===== config.mk =====
export PLATFORM = sky130hd
export DESIGN_NAME = inst_encoder
export DESIGN_NICKNAME = d
export VERILOG_FILES = /design/src/rtl/inst_encoder_pkg.sv /design/src/rtl/inst_pack.sv /design/src/rtl/inst_encoder.sv
export SDC_FILE = /design/constraint.sdc
export NUM_CORES = 1
export LEC_CHECK = 0
export CAP_MARGIN = 20
export CORE_UTILIZATION = 47
export DETAILED_ROUTE_END_ITERATION = 8
export GPL_ROUTABILITY_DRIVEN = 1
export PLACE_DENSITY = 0.81
export SYNTH_ARGS = -nofsm -noshare
export SYNTH_HDL_FRONTEND = slang
export SYNTH_SLANG_ARGS = --single-unit

===== constraint.sdc =====
create_clock -name clk -period 3.3 [get_ports clk]
set_clock_uncertainty 0.2 [all_clocks]
set_input_delay 0.66 -clock clk [delete_from_list [all_inputs] [get_ports clk]]
set_output_delay 0.66 -clock clk [all_outputs]
set_load 0.005 [all_outputs]

===== src/rtl/inst_encoder_pkg.sv =====
// Shared definitions for the RV32I instruction encoder: format codes, the
// canonical nop word and the signed-immediate range helper.
package inst_encoder_pkg;

    typedef enum logic [2:0] {
        FMT_R = 3'd0,
        FMT_I = 3'd1,
        FMT_S = 3'd2,
        FMT_B = 3'd3,
        FMT_U = 3'd4,
        FMT_J = 3'd5
    } fmt_e;

    localparam logic [31:0] INST_NOP = 32'h0000_0013;

    // True when imm[31:top] are all equal, i.e. imm fits a (top+1)-bit signed field.
    function automatic logic imm_fits(input logic [31:0] imm, input logic [4:0] top);
        logic [31:0] mask;
        mask = 32'hFFFF_FFFF << top;
        return ((imm & mask) == 32'h0000_0000) || ((imm & mask) == mask);
    endfunction

endpackage


===== src/rtl/inst_pack.sv =====
// Combinational packer: scatters decoded fields and immediate into an RV32I
// word and flags out-of-range, misaligned or illegal-format immediates.
module inst_pack
    import inst_encoder_pkg::*;
(
    input  logic [2:0]  fmt,
    input  logic [6:0]  opcode,
    input  logic [4:0]  rd,
    input  logic [4:0]  rs1,
    input  logic [4:0]  rs2,
    input  logic [2:0]  funct3,
    input  logic [6:0]  funct7,
    input  logic [31:0] imm,
    output logic [31:0] inst,
    output logic        err
);

    // field placement and range check per instruction format
    always_comb begin
        inst = INST_NOP;
        err  = 1'b1;
        case (fmt_e'(fmt))
            FMT_R: begin
                inst = {funct7, rs2, rs1, funct3, rd, opcode};
                err  = 1'b0;
            end
            FMT_I: begin
                inst = {imm[11:0], rs1, funct3, rd, opcode};
                err  = !imm_fits(imm, 5'd11);
            end
            FMT_S: begin
                inst = {imm[11:5], rs2, rs1, funct3, imm[4:0], opcode};
                err  = !imm_fits(imm, 5'd11);
            end
            FMT_B: begin
                inst = {imm[12], imm[10:5], rs2, rs1, funct3, imm[4:1], imm[11], opcode};
                err  = !imm_fits(imm, 5'd12) || imm[0];
            end
            FMT_U: begin
                inst = {imm[31:12], rd, opcode};
                err  = (imm[11:0] != 12'h000);
            end
            FMT_J: begin
                inst = {imm[20], imm[10:1], imm[11], imm[19:12], rd, opcode};
                err  = !imm_fits(imm, 5'd20) || imm[0];
            end
            default: begin
                inst = INST_NOP;
                err  = 1'b1;
            end
        endcase
    end

endmodule


===== src/rtl/inst_encoder.sv =====
// Instruction encoder top: valid/ready handshake with output register plus a
// one-entry skid buffer, word-aligned write-address counter and sticky error.
module inst_encoder
    import inst_encoder_pkg::*;
#(
    parameter int ADDR_W = 12
) (
    input  logic              clk,
    input  logic              rst,
    input  logic              in_valid,
    output logic              in_ready,
    input  logic [2:0]        in_fmt,
    input  logic [6:0]        in_opcode,
    input  logic [4:0]        in_rd,
    input  logic [4:0]        in_rs1,
    input  logic [4:0]        in_rs2,
    input  logic [2:0]        in_funct3,
    input  logic [6:0]        in_funct7,
    input  logic [31:0]       in_imm,
    output logic              out_valid,
    input  logic              out_ready,
    output logic [31:0]       out_inst,
    output logic [ADDR_W-1:0] out_addr,
    output logic              out_err,
    input  logic              addr_load,
    input  logic [ADDR_W-1:0] addr_in,
    output logic              err_sticky,
    input  logic              err_clr
);

    localparam logic [ADDR_W-1:0] ADDR_STEP  = {{(ADDR_W-3){1'b0}}, 3'd4};
    localparam logic [ADDR_W-1:0] ALIGN_MASK = ~{{(ADDR_W-2){1'b0}}, 2'b11};

    logic [31:0]       pack_inst_s;
    logic              pack_err_s;
    logic              accept_s;
    logic              out_xfer_s;
    logic              out_free_s;
    logic              skid_load_s;
    logic              skid_next_s;
    logic              out_valid_r;
    logic [31:0]       out_inst_r;
    logic              out_err_r;
    logic              skid_valid_r;
    logic [31:0]       skid_inst_r;
    logic              skid_err_r;
    logic              in_ready_r;
    logic              err_sticky_r;
    logic [ADDR_W-1:0] addr_r;

    inst_pack u_pack (
        .fmt    (in_fmt),
        .opcode (in_opcode),
        .rd     (in_rd),
        .rs1    (in_rs1),
        .rs2    (in_rs2),
        .funct3 (in_funct3),
        .funct7 (in_funct7),
        .imm    (in_imm),
        .inst   (pack_inst_s),
        .err    (pack_err_s)
    );

    assign accept_s    = in_valid && in_ready_r;
    assign out_xfer_s  = out_valid_r && out_ready;
    assign out_free_s  = !out_valid_r || out_xfer_s;
    // the skid can only fill while empty, since in_ready mirrors its emptiness
    assign skid_load_s = accept_s && !out_free_s;
    assign skid_next_s = skid_load_s || (skid_valid_r && !out_free_s);

    // output register, skid buffer and registered in_ready
    always_ff @(posedge clk or posedge rst) begin
        if (rst) begin
            out_valid_r  <= 1'b0;
            out_inst_r   <= 32'h0000_0000;
            out_err_r    <= 1'b0;
            skid_valid_r <= 1'b0;
            skid_inst_r  <= 32'h0000_0000;
            skid_err_r   <= 1'b0;
            in_ready_r   <= 1'b0;
        end else begin
            if (out_free_s) begin
                if (skid_valid_r) begin
                    out_valid_r <= 1'b1;
                    out_inst_r  <= skid_inst_r;
                    out_err_r   <= skid_err_r;
                end else if (accept_s) begin
                    out_valid_r <= 1'b1;
                    out_inst_r  <= pack_inst_s;
                    out_err_r   <= pack_err_s;
                end else begin
                    out_valid_r <= 1'b0;
                end
            end
            if (skid_load_s) begin
                skid_inst_r <= pack_inst_s;
                skid_err_r  <= pack_err_s;
            end
            skid_valid_r <= skid_next_s;
            in_ready_r   <= !skid_next_s;
        end
    end

    // write-address counter; a load overrides the post-transfer increment
    always_ff @(posedge clk or posedge rst) begin
        if (rst) begin
            addr_r <= {ADDR_W{1'b0}};
        end else if (addr_load) begin
            addr_r <= addr_in & ALIGN_MASK;
        end else if (out_xfer_s) begin
            addr_r <= addr_r + ADDR_STEP;
        end
    end

    // sticky error; a transferring errored word beats a same-cycle clear
    always_ff @(posedge clk or posedge rst) begin
        if (rst) begin
            err_sticky_r <= 1'b0;
        end else if (out_xfer_s && out_err_r) begin
            err_sticky_r <= 1'b1;
        end else if (err_clr) begin
            err_sticky_r <= 1'b0;
        end
    end

    assign in_ready   = in_ready_r;
    assign out_valid  = out_valid_r;
    assign out_inst   = out_inst_r;
    assign out_err    = out_err_r;
    assign out_addr   = addr_r;
    assign err_sticky = err_sticky_r;

endmodule


==> results of run 1 <==
[power groups by stage]
stage	Combinational, mW	Clock (mW)	Sequential (mW)
after floorplan	0.395	0	1.36
after global placement	0.843	0	1.36
after global routing	0.959	0.864	1.38
after detailed placement	0.870	0	1.37
final	0.868	0.802	1.35
after CTS	0.875	0.824	1.35
[state kept, by name, summed over array words and instances (netlist names)]
signal / cells
skid_inst_r: 32
in_ready: 1
err_sticky: 1
skid_err_r: 1
out_valid: 1
out_inst: 32
out_addr: 10
skid_valid_r: 1
out_err: 1
[logic make-up after synthesis]
family                     after synthesis
adders and majority gates                1
AOI/OAI and AO/OA                      137
buffers and inverters                   38
DFF                                     80
xor gates and xnor gates                10
muxes                                   42
other                                    1
and+or+nand+nor                        149
[per-layer routing]
metal  share of wire  vias up
li1                -     1842
met1            0.41     1838
met2            0.49      129
met3           0.074       22
met4           0.027        0
met5               0        -
[synth_stat cells]
cell type,n,share of area
a32oi_1,1,0.0021
o21ai_1,11,0.013
buf_2,10,0.012
nand4_1,6,0.0089
and2b_1,2,0.0036
nor2_1,23,0.020
buf_4,4,0.0071
dfrtp_1,80,0.47
o21ai_2,1,0.0021
o2bb2ai_2,1,0.0036
a21oi_1,36,0.043
nor3_1,2,0.0024
o2bb2ai_1,1,0.0021
o21ai_0,64,0.076
o21a_1,2,0.0036
a21o_1,1,0.0018
a31oi_1,2,0.0030
ha_1,1,0.0030
and3_1,3,0.0044
a211oi_2,1,0.0030
clkbuf_4,1,0.0018
a22oi_2,1,0.0030
xor2_1,8,0.017
nor4_2,2,0.0059
xnor2_1,2,0.0041
nand2_1,83,0.074
conb_1,1,0.00089
o221a_1,1,0.0027
nor4_1,6,0.0089
a311o_1,1,0.0024
nand3_2,1,0.0024
nor2b_1,9,0.013
mux2_2,20,0.053
nand4b_1,1,0.0021
nand2b_1,2,0.0030
a22oi_1,13,0.023
nand3_1,6,0.0071
mux2_4,1,0.0036
inv_1,5,0.0044
nand3b_1,1,0.0018
buf_1,3,0.0027
mux2i_1,21,0.050
nor2b_4,2,0.0065
buf_6,3,0.0080
clkbuf_1,12,0.011
[path summary, 6_finish.rpt]
| path | end | startpoint | cells past startpoint |
|---|---|---|---|
| max | skid_inst_r[26]$_DFFE_PP0P_ | in_fmt[2] | 6 |
| min | out_inst[23]$_DFFE_PP0P_ | out_inst[23]$_DFFE_PP0P_ | 2 |
| max reg2reg | skid_inst_r[2]$_DFFE_PP0P_ | out_valid$_DFFE_PP0P_ | 4 |
| min reg2reg | out_inst[23]$_DFFE_PP0P_ | out_inst[23]$_DFFE_PP0P_ | 2 |
| max in group asynchronous | skid_inst_r[25]$_DFFE_PP0P_ | rst | 3 |
| min in group asynchronous | out_addr[11]$_DFFE_PP0N_ | rst | 2 |
[metrics by stage]
| stage | cells | utilization | power, mW |
|---|---|---|---|
| 5_1_grt | 687 | 0.663 | 3.21 |
| 6_report | 687 | 0.663 | 3.02 |
| 2_1_floorplan | 459 | - | 1.75 |
| 3_3_place_gp | 671 | 0.638 | 2.20 |
| 3_5_place_dp | 671 | 0.638 | 2.24 |
| 4_1_cts | 687 | 0.663 | 3.05 |
[worst reg2reg max path, delay by kind of cell, from the launching register on]
kind            cells  cell delay, ps
simple gates        2             650
flops               1             430
buf+inv             1             410
compound gates      1             230
[layout make-up]
cell class                      count  area [µm²]
Clock buffer                       11         141
Inverter                            5        20.0
Tap cell                          108         135
Fill cell                         691        2940
Multi-Input combinational cell    341        2030
Clock inverter                      5        78.8
Sequential cell                    80        2000
Timing Repair Buffer              137        1370
==> summary.md, run 1 <==
| Metric | Value |
|---|---|
| Worst path cell trace | `clkdlybuf4s50_1, buf_4, mux2_2, mux2i_1, o21ai_1, mux2_2` |
| Count of pins over their slew limit | `0` |
| Grt met3 use | `0.0686` |
| Area growth from synthesis to layout | `36.9%` |
| Maximum vdd drop | `approximately 0.00046 V` |
| DP Area | `about 0.0056 mm²` |
| # diodes | `0` |
| Post-Route WL | `~11000 µm` |
| Synthesized area | `0.00422 mm²` |
| H-tree depth | `3` |
| Finished Cell Area | `roughly 0.0058 mm²` |
| IO Pins | `133` |
| Library cells used by synthesis | `45` |
| Clk sinks | `80` |
| Clk network pwr share | `0.265` |
| Max Clk Rate | `~0.39 GHz` |
| Most common cell after layout, fill and taps aside | `clkdlybuf4s50_1` |
| Iter 0 DRT Violations | `between 200 and 250` |
| First-pass iteration count of the detailed router | `5` |
| CTS Buf Count | `9` |
| Seq/Total Area, Yosys | `0.474` |
| Largest family of logic cells by synthesized area | `compound AO/OA/AOI/OAI gates` |
| Worst EP required | `roughly 3300 ps` |
| Placement Setup Slack | `between 300 and 400 ps` |
| Unrepaired setup endpoints after global routing | `false` |
| Final #Nets | `660` |
| Final setup TNS | `0 ps` |
| Min Hold Slack | `approximately 280 ps` |
| Startpoint Class | `input pin` |
| Critical Path Slowest Stage Cell | `clkdlybuf4s50_1` |
| Vias in the first global route | `just under 4000` |
| Mux cell area share after synthesis | `0.107` |
| Slew @ Worst Pin | `~650 ps` |
| Global route hottest layer | `met2` |
| Cts hold-fix bufs | `0` |
| Crit path DAT | `2620 ps` |
| Ys Warns | `0` |
| First-pass GRT wire length | `~19000 µm` |
| Worst setup margin | `roughly 730 ps` |
| Post-DR wirelength/cell | `approximately 16 µm` |
| Starting Density | `0.484` |
| Share of layout cells above drive strength 1 | `0.0984` |
| Crit path max-delay family | `buffers and inverters` |
| CTS root buf | `clkbuf_8` |
| Crit share post-route | `0.780` |
| Hold Fails Final Rpt | `0` |
| Vias per cell | `about 5.6` |
| Critical Path Most Common Cell | `mux2_2` |
| Grt met2 use | `0.406` |
| Core area | `0.00872 mm²` |
| P_leak | `roughly 2.4 nW` |
| Most frequent cells in the layout | `clkdlybuf4s50_1 (128), nand2_1 (82), dfrtp_1 (79), o21ai_0 (64), a21oi_1 (36)` |
| # Post-CTS Setup Buffers | `0` |
| Initial antenna violation count | `0` |
| Worst Path Buf+Inv | `2` |
| Die height | `96.8 µm` |
| M1 GR Usage | `0.322` |
| Seq pwr share | `0.448` |
| Adder-cell share of the synthesized area | `0.00296` |
| Simple-gate share of the synthesized area | `0.164` |
| R2R Setup Slk | `approximately 1300 ps` |
| Combinational share of power | `0.287` |
| Post-Synth XOR/XNOR Area | `0.0207` |
| Resize count post-CTS | `0` |
| Mean post-synth cell area | `between 9 and 10 µm²` |
| Total GRT Usage | `0.252` |
| Syn Inst Count | `~460` |
| DRC | `0` |
| Hold Path Class | `flop to flop` |
| Largest net degree at the start of global routing | `57` |
| DP HPWL | `between 8000 and 9000 µm` |
| Max Root-Sink Buffers | `2` |
| Critical Path End Type | `flop` |
| Max incr delay on CP | `between 800 and 900 ps` |
| Later-pin clock latency in the skew report | `between 300 and 400 ps` |
| Crit-path max FO | `13` |
| Number of port buffers | `between 100 and 150` |
| WS Path Type | `input pin to flop` |
| Max-Cap Viols | `0` |
| Status | `completed` |
| Die width | `slightly below 100 µm` |
| Switch share | `0.286` |
| Reg clk slew, reported paths | `about 80 ps` |
| Max-slew headroom at the worst pin | `0.564` |
| Pint | `between 2 and 2.5 mW` |
| Area of the die | `around 0.0094 mm²` |
| Switching power | `around 0.87 mW` |
| Post-synthesis compound-gate area fraction | `0.184` |
| Routed vias | `3831` |
| Routed Antenna Nets | `0` |
| CTS tree | `built` |
| Pwr dens | `approximately 520 mW/mm²` |
| Endpoints failing setup | `0` |
| FP Rows | `34` |
| Final Wtd Congestion | `0.904` |
| Yosys reg bits | `80` |
| Tmin final | `2570 ps` |
| Overflow after GRT | `0` |
Power figures use the tool's default switching activity.
==> run 2, diff against run 1 <==
- clock period: 3.3 -> 2.6 ns (I/O delays scaled with it)
==> run 2 against run 1 <==
  * Critical path depth is the same
  * Utilization grew 0.43 points
  * Register-to-register slack lost 380 ps
  * Critical endpoint is now out_err$_DFFE_PP0P_
  * Sequential cell count is the same
  * Sequential power grew 27%
  * Global-route usage shrank 0.24 points
  * Sequential share of layout area shrank 0.22 points
  * Via count shrank 0.52%
  * First-iteration DRC count shrank 12%
==> summary.md, run 2 (synthesized netlist as in run 1, its figures left out) <==
| Metric | Value |
|---|---|
| Clk sinks | `80 (unchanged)` |
| H-tree depth | `3 (unchanged)` |
| CTS Buf Count | `9 (unchanged)` |
| Max Clk Rate | `0.445 GHz` |
| Share of layout cells above drive strength 1 | `0.106 (was 0.0984)` |
| Final setup TNS | `0 ps (unchanged)` |
| Final #Nets | `666 (was 660)` |
| Endpoints failing setup | `0 (unchanged)` |
| Overflow after GRT | `0 (unchanged)` |
| DRC | `0 (unchanged)` |
| Initial antenna violation count | `0 (unchanged)` |
| FP Rows | `34 (unchanged)` |
| Crit path DAT | `2270 ps (was 2620 ps)` |
| Iter 0 DRT Violations | `200 (was 226)` |
| # Post-CTS Setup Buffers | `0 (unchanged)` |
| Placement Setup Slack | `41.6 ps (was 374 ps)` |
| Maximum vdd drop | `0.000347 V (was 0.000458 V)` |
| Crit-path max FO | `3 (was 13)` |
| Pwr dens | `622 mW/mm² (was 523 mW/mm²)` |
| Worst setup margin | `354 ps (was 725 ps)` |
| Number of port buffers | `128 (unchanged)` |
| Count of pins over their slew limit | `0 (unchanged)` |
| Starting Density | `0.484 (unchanged)` |
| # fillers | `698 (was 691)` |
| Startpoint Class | `input pin (unchanged)` |
| Total GRT Usage | `0.249 (was 0.252)` |
| Area growth from synthesis to layout | `37.8% (was 36.9%)` |
| Die width | `96.8 µm (unchanged)` |
| Hold Path Class | `flop to flop (unchanged)` |
| WS Path Type | `input pin to flop (unchanged)` |
| # diodes | `0 (unchanged)` |
| CTS tree | `built (unchanged)` |
| Vias in the first global route | `3871 (was 3857)` |
| Slew @ Worst Pin | `624 ps (was 654 ps)` |
| Most common cell after layout, fill and taps aside | `clkdlybuf4s50_1 (unchanged)` |
| Total power | `3.62 mW (was 3.02 mW)` |
| Die height | `96.8 µm (unchanged)` |
| Cts hold-fix bufs | `0 (unchanged)` |
| Post-route insts no fill | `691 (was 687)` |
| Min Hold Slack | `284 ps (was 283 ps)` |
| Critical Path End Type | `flop (unchanged)` |
| Final Wtd Congestion | `0.903 (was 0.904)` |
| Reg clk slew, reported paths | `80 ps (about the same)` |
| IO Pins | `133 (unchanged)` |
| Core area | `0.00872 mm² (unchanged)` |
| Max-slew headroom at the worst pin | `0.584 (was 0.564)` |
| P_leak | `2.44 nW (was 2.42 nW)` |
| Worst EP required | `2620 ps (was 3340 ps)` |
| Post-DR wirelength/cell | `16.2 µm (was 16.4 µm)` |
| Hold Fails Final Rpt | `0 (unchanged)` |
| First-pass iteration count of the detailed router | `4 (was 5)` |
| Tmin final | `roughly 2200 ps` |
| Max-Cap Viols | `0 (unchanged)` |
| Largest net degree at the start of global routing | `57 (unchanged)` |
| Routed vias | `3811 (was 3831)` |
| Vias per cell | `5.52 (was 5.58)` |
| CTS root buf | `clkbuf_8 (unchanged)` |
| Status | `completed (unchanged)` |
| Later-pin clock latency in the skew report | `340 ps (was 350 ps)` |
| Max Root-Sink Buffers | `2 (unchanged)` |
| Crit share post-route | `0.864` |
| DP HPWL | `8290 µm (was 8300 µm)` |
| Unrepaired setup endpoints after global routing | `false (unchanged)` |
| Area of the die | `0.00937 mm² (unchanged)` |
| Post-Route WL | `11200 µm (about the same)` |
| Resize count post-CTS | `0 (unchanged)` |
| First-pass GRT wire length | `18800 µm (was 18900 µm)` |
| Most frequent cells in the layout | `clkdlybuf4s50_1 (128), nand2_1 (82), dfrtp_1 (79), o21ai_0 (64), a21oi_1 (36) (unchanged)` |
| Dpl cells | `677 (was 671)` |
| Routed Antenna Nets | `0 (unchanged)` |
==> run 2: cell count changes in the layout (fill, tap and decap cells not counted), sizes merged <==
cell	delta
bufinv	-2
buf	+6
clkinvlp	+2
clkbuf	-1
inv	-1
==> run 2: layer usage <==
layer	up-vias	wire length (µm)	GRT usage
li1	1843	-	-
met5	-	0	0
met3	22	602	0.0462
met2	122	5460	0.410
met4	0	299	0.102
met1	1824	4830	0.324
==> run 2: worst max-delay path: stages <==
cell and delay [ps]:
clkdlybuf4s50_1 470, nor4_1 440, nand4b_1 210, o221a_1 310, a211oi_2 230, a21oi_1 90
==> run 2: final timing paths <==
kind	from	to	slack (ps)	depth (start not counted)
setup reg to reg	out_valid$_DFFE_PP0P_	skid_inst_r[24]$_DFFE_PP0P_	920	4
min in group asynchronous	rst	out_addr[9]$_DFFE_PP0N_	390	2
max in group asynchronous	rst	out_inst[27]$_DFFE_PP0P_	1270	3
hold reg to reg	out_inst[29]$_DFFE_PP0P_	out_inst[29]$_DFFE_PP0P_	280	2
hold / removal	out_inst[29]$_DFFE_PP0P_	out_inst[29]$_DFFE_PP0P_	280	2
setup / recovery	in_imm[24]	out_err$_DFFE_PP0P_	350	6
==> run 2: cell type report <==
class	instances	area, µm²	area share
clock buffers	10	138	0.0236
clock inverters	4	22.5	0.00387
inverters	5	22.5	0.00387
multi-input cells	341	2030	0.349
flip-flops and latches	80	2000	0.344
well taps	108	135	0.0232
repair buffers	143	1470	0.252
==> run 2: through the flow <==
step                area [µm²]   util
floorplan                 4230      -
CTS                       5820  0.667
detailed placement        5660  0.649
finish                    5820  0.667
global placement          5660  0.649
global route              5820  0.667
==> run 2: where the power goes <==
part	internal [mW]	total [mW]	switching, mW
sequential	1.54	1.72	0.177
clock	0.358	0.790	0.433
combinational	0.646	1.11	0.468
total	2.55	3.62	1.08
==> run 3, diff against run 2 <==
- SLEW_MARGIN: unset -> 10
==> results of run 3 <==
No change in the layout: final DEF, timing and power equal those of run 2.
